`src/rtl/pc_sequencer.sv`:
```
// pc_sequencer: owns the program counter and sequences instruction fetch
// around control-flow redirects.
//  - RUN advances the PC by 4 per cycle and holds it on a hazard stall.
//  - An aligned jump/branch redirect loads the target and then raises flush
//    for FLUSH_DEPTH cycles.
//  - A misaligned target halts the sequencer until reset.
// Optional feature: define PC_SEQ_REDIRECT_CNT_EN to add a 16-bit saturating
// counter (redirect_cnt) of accepted, aligned redirects. Without the macro,
// that port and its counter do not exist.
module pc_sequencer #(
  parameter int unsigned          DATA_W      = 16,
  parameter logic [DATA_W-1:0]    PC_RESET    = '0,
  parameter int unsigned          FLUSH_DEPTH = 2
) (
  input  logic              clk,
  input  logic              arst_n,
  input  logic              enable,
  input  logic              stall,
  input  logic              pc_src,
  input  logic              jump,
  input  logic [DATA_W-1:0] branch_pc,
  input  logic [DATA_W-1:0] jump_pc,
  output logic [DATA_W-1:0] current_pc,
  output logic [DATA_W-1:0] updated_pc,
  output logic              pc_valid,
  output logic              flush,
  output logic              misalign_err,
  output logic [1:0]        state
`ifdef PC_SEQ_REDIRECT_CNT_EN
  ,
  output logic [15:0]       redirect_cnt
`endif
);

  typedef enum logic [1:0] {
    ST_IDLE  = 2'd0,
    ST_RUN   = 2'd1,
    ST_FLUSH = 2'd2,
    ST_HALT  = 2'd3
  } state_e;

  // The flush counter is loaded with the number of flush cycles still
  // remaining after the first one, so a depth of 1 loads 0.
  localparam logic [2:0] FLUSH_LOAD = 3'(FLUSH_DEPTH - 1);

  state_e            r_state;
  logic [DATA_W-1:0] r_pc;
  logic              r_pc_valid;
  logic              r_flush;
  logic              r_misalign_err;
  logic [2:0]        r_flush_cnt;

  logic              w_redirect;
  logic [DATA_W-1:0] w_target;
  logic              w_misaligned;
  logic              w_accept_redirect;
  logic [DATA_W-1:0] w_pc_plus4;

  // Redirect decode. Jump takes priority over a taken branch.
  assign w_redirect        = jump | pc_src;
  assign w_target          = jump ? jump_pc : branch_pc;
  assign w_misaligned      = |w_target[1:0];
  assign w_accept_redirect = (r_state == ST_RUN) && enable && w_redirect && !w_misaligned;

  // NOTE: the sum is cast to DATA_W on purpose, so 0xFFFC + 4 wraps to 0.
  assign w_pc_plus4 = r_pc + DATA_W'(4);

  assign current_pc   = r_pc;
  assign updated_pc   = w_pc_plus4;
  assign pc_valid     = r_pc_valid;
  assign flush        = r_flush;
  assign misalign_err = r_misalign_err;
  assign state        = r_state;

  // Main sequencer FSM. It registers the PC, the state and every status output.
  // NOTE: all state uses non-blocking assignments, so each branch reads
  // pre-edge values no matter what order the branches are written in.
  always_ff @(posedge clk or negedge arst_n) begin
    if (!arst_n) begin
      r_state        <= ST_IDLE;
      r_pc           <= PC_RESET;
      r_pc_valid     <= 1'b0;
      r_flush        <= 1'b0;
      r_misalign_err <= 1'b0;
      r_flush_cnt    <= 3'd0;
    end else begin
      case (r_state)
        ST_IDLE: begin
          if (enable) begin
            r_state    <= ST_RUN;
            r_pc_valid <= 1'b1;
          end
        end

        ST_RUN: begin
          if (!enable) begin
            r_state    <= ST_IDLE;
            r_pc_valid <= 1'b0;
          end else if (w_redirect) begin
            if (w_misaligned) begin
              r_state        <= ST_HALT;
              r_misalign_err <= 1'b1;
              r_pc_valid     <= 1'b0;
            end else begin
              r_pc        <= w_target;
              r_state     <= ST_FLUSH;
              r_flush     <= 1'b1;
              r_flush_cnt <= FLUSH_LOAD;
            end
          end else if (!stall) begin
            r_pc <= w_pc_plus4;
          end
        end

        ST_FLUSH: begin
          // Redirect inputs come from wrong-path instructions here. They are
          // ignored, and the flush length is fixed once it has started.
          if (!stall) begin
            r_pc <= w_pc_plus4;
          end
          if (r_flush_cnt == 3'd0) begin
            r_flush <= 1'b0;
            if (enable) begin
              r_state <= ST_RUN;
            end else begin
              r_state    <= ST_IDLE;
              r_pc_valid <= 1'b0;
            end
          end else begin
            r_flush_cnt <= r_flush_cnt - 3'd1;
          end
        end

        ST_HALT: begin
          // Terminal state. Only reset leaves it.
          r_pc_valid <= 1'b0;
          r_flush    <= 1'b0;
        end

        default: begin
          r_state <= ST_IDLE;
        end
      endcase
    end
  end

`ifdef PC_SEQ_REDIRECT_CNT_EN
  logic [15:0] r_redirect_cnt;

  assign redirect_cnt = r_redirect_cnt;

  // Saturating count of accepted, aligned redirects.
  always_ff @(posedge clk or negedge arst_n) begin
    if (!arst_n) begin
      r_redirect_cnt <= 16'd0;
    end else if (w_accept_redirect && (r_redirect_cnt != 16'hFFFF)) begin
      r_redirect_cnt <= r_redirect_cnt + 16'd1;
    end
  end
`else
  // The acceptance term only feeds the optional counter. Without the counter,
  // fold it into a wire that nothing reads so the decode stays the same.
  logic w_unused_accept;
  assign w_unused_accept = w_accept_redirect;
`endif

endmodule

```
`config.mk`:
```
export PLATFORM = sky130hd
export DESIGN_NAME = pc_sequencer
export DESIGN_NICKNAME = d
export VERILOG_FILES = /design/src/rtl/pc_sequencer.sv
export SDC_FILE = /design/constraint.sdc
export NUM_CORES = 1
export LEC_CHECK = 0
export BUFFER_PORTS_ARGS = -buffer_cell sky130_fd_sc_hd__buf_2
export CAP_MARGIN = 20
export CELL_PAD_IN_SITES_DETAIL_PLACEMENT = 1
export CELL_PAD_IN_SITES_GLOBAL_PLACEMENT = 1
export CORE_MARGIN = 5
export CORE_UTILIZATION = 38
export DETAILED_ROUTE_END_ITERATION = 8
export GPL_ROUTABILITY_DRIVEN = 0
export GPL_TIMING_DRIVEN = 0
export PLACE_DENSITY = 0.89
export SLEW_MARGIN = 30
export SYNTH_ARGS = -nofsm -noshare
export SYNTH_HDL_FRONTEND = slang
export SYNTH_SLANG_ARGS = --single-unit
```
`constraint.sdc`:
```
create_clock -name clk -period 3.5 [get_ports clk]
set_clock_uncertainty 0.05 [all_clocks]
set_input_delay 0.35 -clock clk [delete_from_list [all_inputs] [get_ports clk]]
set_output_delay 0.35 -clock clk [all_outputs]
set_load 0.01 [all_outputs]
```
* Word level (Yosys, flattened, before mapping)
Index checks and enable logic that the tools add are counted.
** Operators by class
- Bitwise logic cells :: 1
- Reduce and logical (&&, ||, !) cells :: 12
- Equality and inequality tests :: 13
- $add $sub $neg :: 2
- Mux-type cells :: 30
** Operator list (count)
- $mux W16 :: 5
- $pmux W16 S2 :: 1
- $add A16 B3 Y16 const B :: 1
- $reduce_and A5 Y1 :: 3
- $ne A2 B2 Y1 const B :: 7
- $mux W1 :: 12
- $mux W3 :: 4
- $ne A3 B3 Y1 const B :: 3
- $mux W2 :: 4
- $reduce_and A4 Y1 :: 2
- $pmux W2 S3 :: 1
- $pmux W3 S2 :: 1
- $reduce_bool A3 Y1 :: 2
- $eq A2 B2 Y1 const B :: 2
- $pmux W1 S4 :: 1
- $logic_not A3 Y1 :: 1
- $pmux W1 S3 :: 1
- $reduce_and A3 Y1 :: 1
- $sub A3 B1 Y3 const B :: 1
- $eq A2 B1 Y1 const B :: 1
- $logic_not A2 Y1 :: 1
- $reduce_bool A2 Y1 :: 1
- $reduce_or A2 Y1 :: 1
- $or A1 B1 Y1 :: 1
** Word-level totals
- Word-level logic and storage cells :: 64
- Register bits :: 24
- Input port bits :: 38
- Output and inout bits :: 37

* Depth between registers and ports, before layout
- Word-level depth :: 6
- Depth in mapped cells :: 8
- Mapped depth without buffers :: 7

* Least setup slack after synthesis
No wires, ideal clock.
- Path type :: reg-to-reg
- From :: reg r_state[1] (netlist: state[1])
- To :: reg r_pc_valid (netlist: pc_valid)
- Clock period less this slack :: 2051 ps
- Buffers on the path :: 0
- Setup slack :: 1449 ps
- Arrival :: 1876 ps
- Stages on the path, launching flop included :: 7
- Data required time :: 3325 ps
- Library setup time :: 125 ps
- Cells stage by stage :: dfrtp_1 > inv_1 > ha_1 > and2_2 > a221o_1 > a221oi_2 > mux2_2
** On the way
- Longest elaborated chain between the ends :: 3
- Elaborated cells on any way between the ends :: 11
- Classes of those cells :: eq/ne: 8; mux: 1; reduce/logical: 2
** Ends and longest elaborated chain
- start, declared :: line 46 : state_e r_state;
- start signal, assigned :: line 80 : r_state <= ST_IDLE;
- start signal, assigned :: line 90 : r_state <= ST_RUN;
- start signal, assigned :: line 97 : r_state <= ST_IDLE;
- $eq A2 B1 Y1, or another cell as far along :: line 87 : case (r_state)
- $ne A3 B3 Y1 (no source line) or $ne A2 B2 Y1 (tied branches)
- $reduce_and A5 Y1 (no source line)
- end signal, assigned :: line 82 : r_pc_valid <= 1'b0;
- end signal, assigned :: line 91 : r_pc_valid <= 1'b1;
- end signal, assigned :: line 98 : r_pc_valid <= 1'b0;
- end, declared :: line 48 : logic r_pc_valid;
Several ways; a longest one is shown, not always the timed one.
A chain may end at the register's enable or synchronous reset.

* Worst setup path after layout
- From :: reg r_pc[2] (netlist: current_pc[2])
- To :: out updated_pc[12]
** On the way
- Longest elaborated chain between the ends :: 1
** Ends and longest elaborated chain
- start, declared :: line 47 : logic [DATA_W-1:0] r_pc;
- start signal, assigned :: line 105 : r_pc <= w_target;
- start signal, assigned :: line 111 : r_pc <= w_pc_plus4;
- start signal, assigned :: line 119 : r_pc <= w_pc_plus4;
- $add A16 B3 Y16 :: line 66 : assign w_pc_plus4 = r_pc + DATA_W'(4);
- end, declared :: line 24 : output logic [DATA_W-1:0] updated_pc,
No other way between the ends.

==> flow_metrics.tcl <==
set metrics [dict create \
    fp.dieArea_mm2 0.00647 \
    totalNegativeSetupSlack_ns 0 \
    fin_cells 352 \
    status "finished clean" \
    cp-start-kind "register" \
    cts_resized 0 \
    end_kind "output port" \
    antenna_found_initial 0 \
    gr-total-overflow 0 \
    cts-hold-fix-buffers 0 \
    area_growth_pct 26.7 \
    vdd_drop_max_mv 0.350 \
    ant_nets 0 \
    nNetsFinal 334 \
    vias 1920 \
    clk_latency_ns 0.27 \
    initialDrtViolationCount 72 \
    post-route-min-period_ns 2.51 \
    regArea_um2 601 \
    synth_top_family_by_area "compound AO/OA/AOI/OAI gates" \
    grt_pass1_wl_mm 9.64 \
    finalCritPeriodShare_pct 71.7 \
    cts_buffers 3 \
    slew_violations 0 \
    drive_above_1_share_pct 35.4 \
    ys.warnings.count 0 \
    setup_viol 0 \
    start_util_pct 39.4 \
    core_mm2 0.00479 \
    root_buffer "clkbuf_8" \
    yosysMostFrequentCell "dfrtp_1" \
    place_area_mm2 0.00234 \
    yosysUniqueCellTypes 50 \
    hpwl_mm 4.65 \
    maxCapViolations 0 \
    grt_pass1_vias 2018 \
    synthTopCellsByArea "dfrtp_1 32%, ha_1 6.6%, mux2i_1 6.4%" \
    max-clock-path-buffers 2 \
    insertedDiodeCount 0 \
    drc_errors 0 \
    synth_fa_ha_area_share_pct 6.63 \
    yosys.area_share.simple_pct 19.6 \
    grt_setup_unrepaired "no" \
    muxShareOfSynthArea_pct 9.95 \
    reg2reg_slack_ns 1.17 \
    yosys.area.top_type_share_pct 31.8 \
    avgRoutedWirePerCell_um 17.0 \
    hold_viol 0 \
    synthXorXnorAreaFrac_pct 5.57 \
    hp-class "in2async" \
    synth_edf_count 0 \
    clk_pin_slew_ns 0.09 \
    multi_input_area_mm2 0.00118 \
    h-tree-depth 1 \
    synth_compound_area_share_pct 20.6 \
    powerDensity_mw_per_mm2 761 \
    syn-num-nets 256 \
    synth_top_area_cell "dfrtp_1" \
    io_buffers 73 \
    fillers 609 \
    max_freq_ghz 0.398 \
    dp.cells 348 \
    cts_tree "done" \
    ys_async_sr_fraction_pct 100 \
    pin_count 75 \
    yosysSeqAreaShare_pct 31.8 \
    routed_wirelength_mm 6.00 \
    synth_seq_cells 24 \
    worst_pin_slew_ns 0.601 \
    ys_top_cells_by_count "24 x dfrtp_1, 20 x nor2_1, 15 x a21oi_1" \
    netlist_instances 208 \
    post_cts_buffers 0 \
    die_w_um 80.5 \
    crit_type "reg2out" \
    maxSlewHeadroom_pct 59.9 \
    ys.flop_type "dfrtp_1" \
    first_pass_iters 4 \
    grt_usage_pct 18.7 \
    p_leak_nw 1.11 \
    syn_avg_cell_area_um2 9.07 \
    num_rows 25 \
    design_area_mm2 0.00239 \
    crit_arrival_ns 2.11 \
    cp.required_ns 3.10 \
    vias_per_cell 5.45 \
    crit_fanout 6 \
    syn-cell-area_mm2 0.00189 \
    die_h_um 80.5 \
    grt_max_degree 25 \
    cts.sinks 24 \
]
==> critical path: stages, from the launching register on <==
cell and delay [ns]:
dfrtp_1 0.50, ha_1 0.29, and4_1 0.35, and4_1 0.24, and3_1 0.18, xor2_1 0.14, buf_2 0.14
==> metal layers <==
layer | global-route usage, % | share of wire [%]
met5 | 0 | 0
met4 | 4.22 | 1.6
met3 | 2.69 | 4.6
met2 | 34.6 | 51
met1 | 22.8 | 43
==> through the flow <==
stage          power, mW  util [%]  worst slack (ns)  hold WS (ns)
2_1_floorplan       1.21         -              1.45       0.00441
6_report            1.82      50.0             0.990        0.0187
3_3_place_gp        1.58      48.8              1.30         0.328
3_5_place_dp        1.62      48.8              1.28         0.341
4_1_cts             1.83      50.0             0.982        0.0456
5_1_grt             1.97      50.0             0.882        0.0562
==> power breakdown <==
part           total, mW  internal, mW  switching, mW  leakage, nW
Combinational       1.08         0.461          0.621        0.815
Sequential         0.539         0.391          0.149        0.271
Clock              0.197         0.101         0.0969       0.0288
==> worst paths after layout <==
path | startpoint | endpoint | cells after the start
max reg2reg | state[1] | current_pc[15] | 7
min | arst_n | current_pc[1] | 1
min in group clk | branch_pc[7] | current_pc[7] | 3
max in group asynchronous | arst_n | r_flush_cnt[2] | 1
min reg2reg | flush | flush | 2
max | current_pc[2] | updated_pc[12] | 6
==> kinds of logic after synthesis <==
| family | Yosys count |
|---|---|
| AND/OR/NAND/NOR | 65 |
| AO/OA/AOI/OAI | 56 |
| multiplexers | 18 |
| flip-flops | 24 |
| XOR/XNOR | 12 |
| buffers and inverters | 23 |
| adder cells (fa/ha/maj) | 10 |
==> placed cells by master, fill, tap and decap left out, types with 3 or more instances in the layout <==
| cell type | netlist | routed |
|---|---|---|
| clkbuf_8 | 0 | 4 |
| nor3_1 | 4 | 4 |
| a21oi_1 | 15 | 15 |
| and3_1 | 4 | 4 |
| a211oi_1 | 3 | 3 |
| xor2_1 | 6 | 6 |
| xnor2_1 | 6 | 6 |
| nand2_1 | 8 | 8 |
| nor2_1 | 20 | 20 |
| dfrtp_1 | 24 | 24 |
| mux2i_1 | 12 | 12 |
| buf_2 | 5 | 78 |
| mux2_2 | 6 | 6 |
| nor4_1 | 3 | 3 |
| nand2b_1 | 4 | 4 |
| inv_1 | 12 | 12 |
| a32o_1 | 3 | 3 |
| nand3_1 | 5 | 5 |
| o31ai_1 | 5 | 5 |
| ha_1 | 10 | 10 |
| nand4_1 | 3 | 3 |
| o21ai_0 | 12 | 12 |
| o22ai_1 | 4 | 4 |
==> state kept, by name, summed over array words and instances (netlist names) <==
signal and count:
state 2, misalign_err 1, flush 1, r_flush_cnt 3, pc_valid 1, current_pc 16
==> layout make-up <==
cell class / instances / share of cell area (%)
Clock buffer: 4 / 2.30
Timing Repair Buffer: 73 / 15.3
Buffer: 11 / 2.67
Tap cell: 67 / 3.51
Sequential cell: 24 / 25.1
Multi-Input combinational cell: 161 / 49.2
Inverter: 12 / 1.88
No activity file was read; power rests on OpenSTA's default activity.
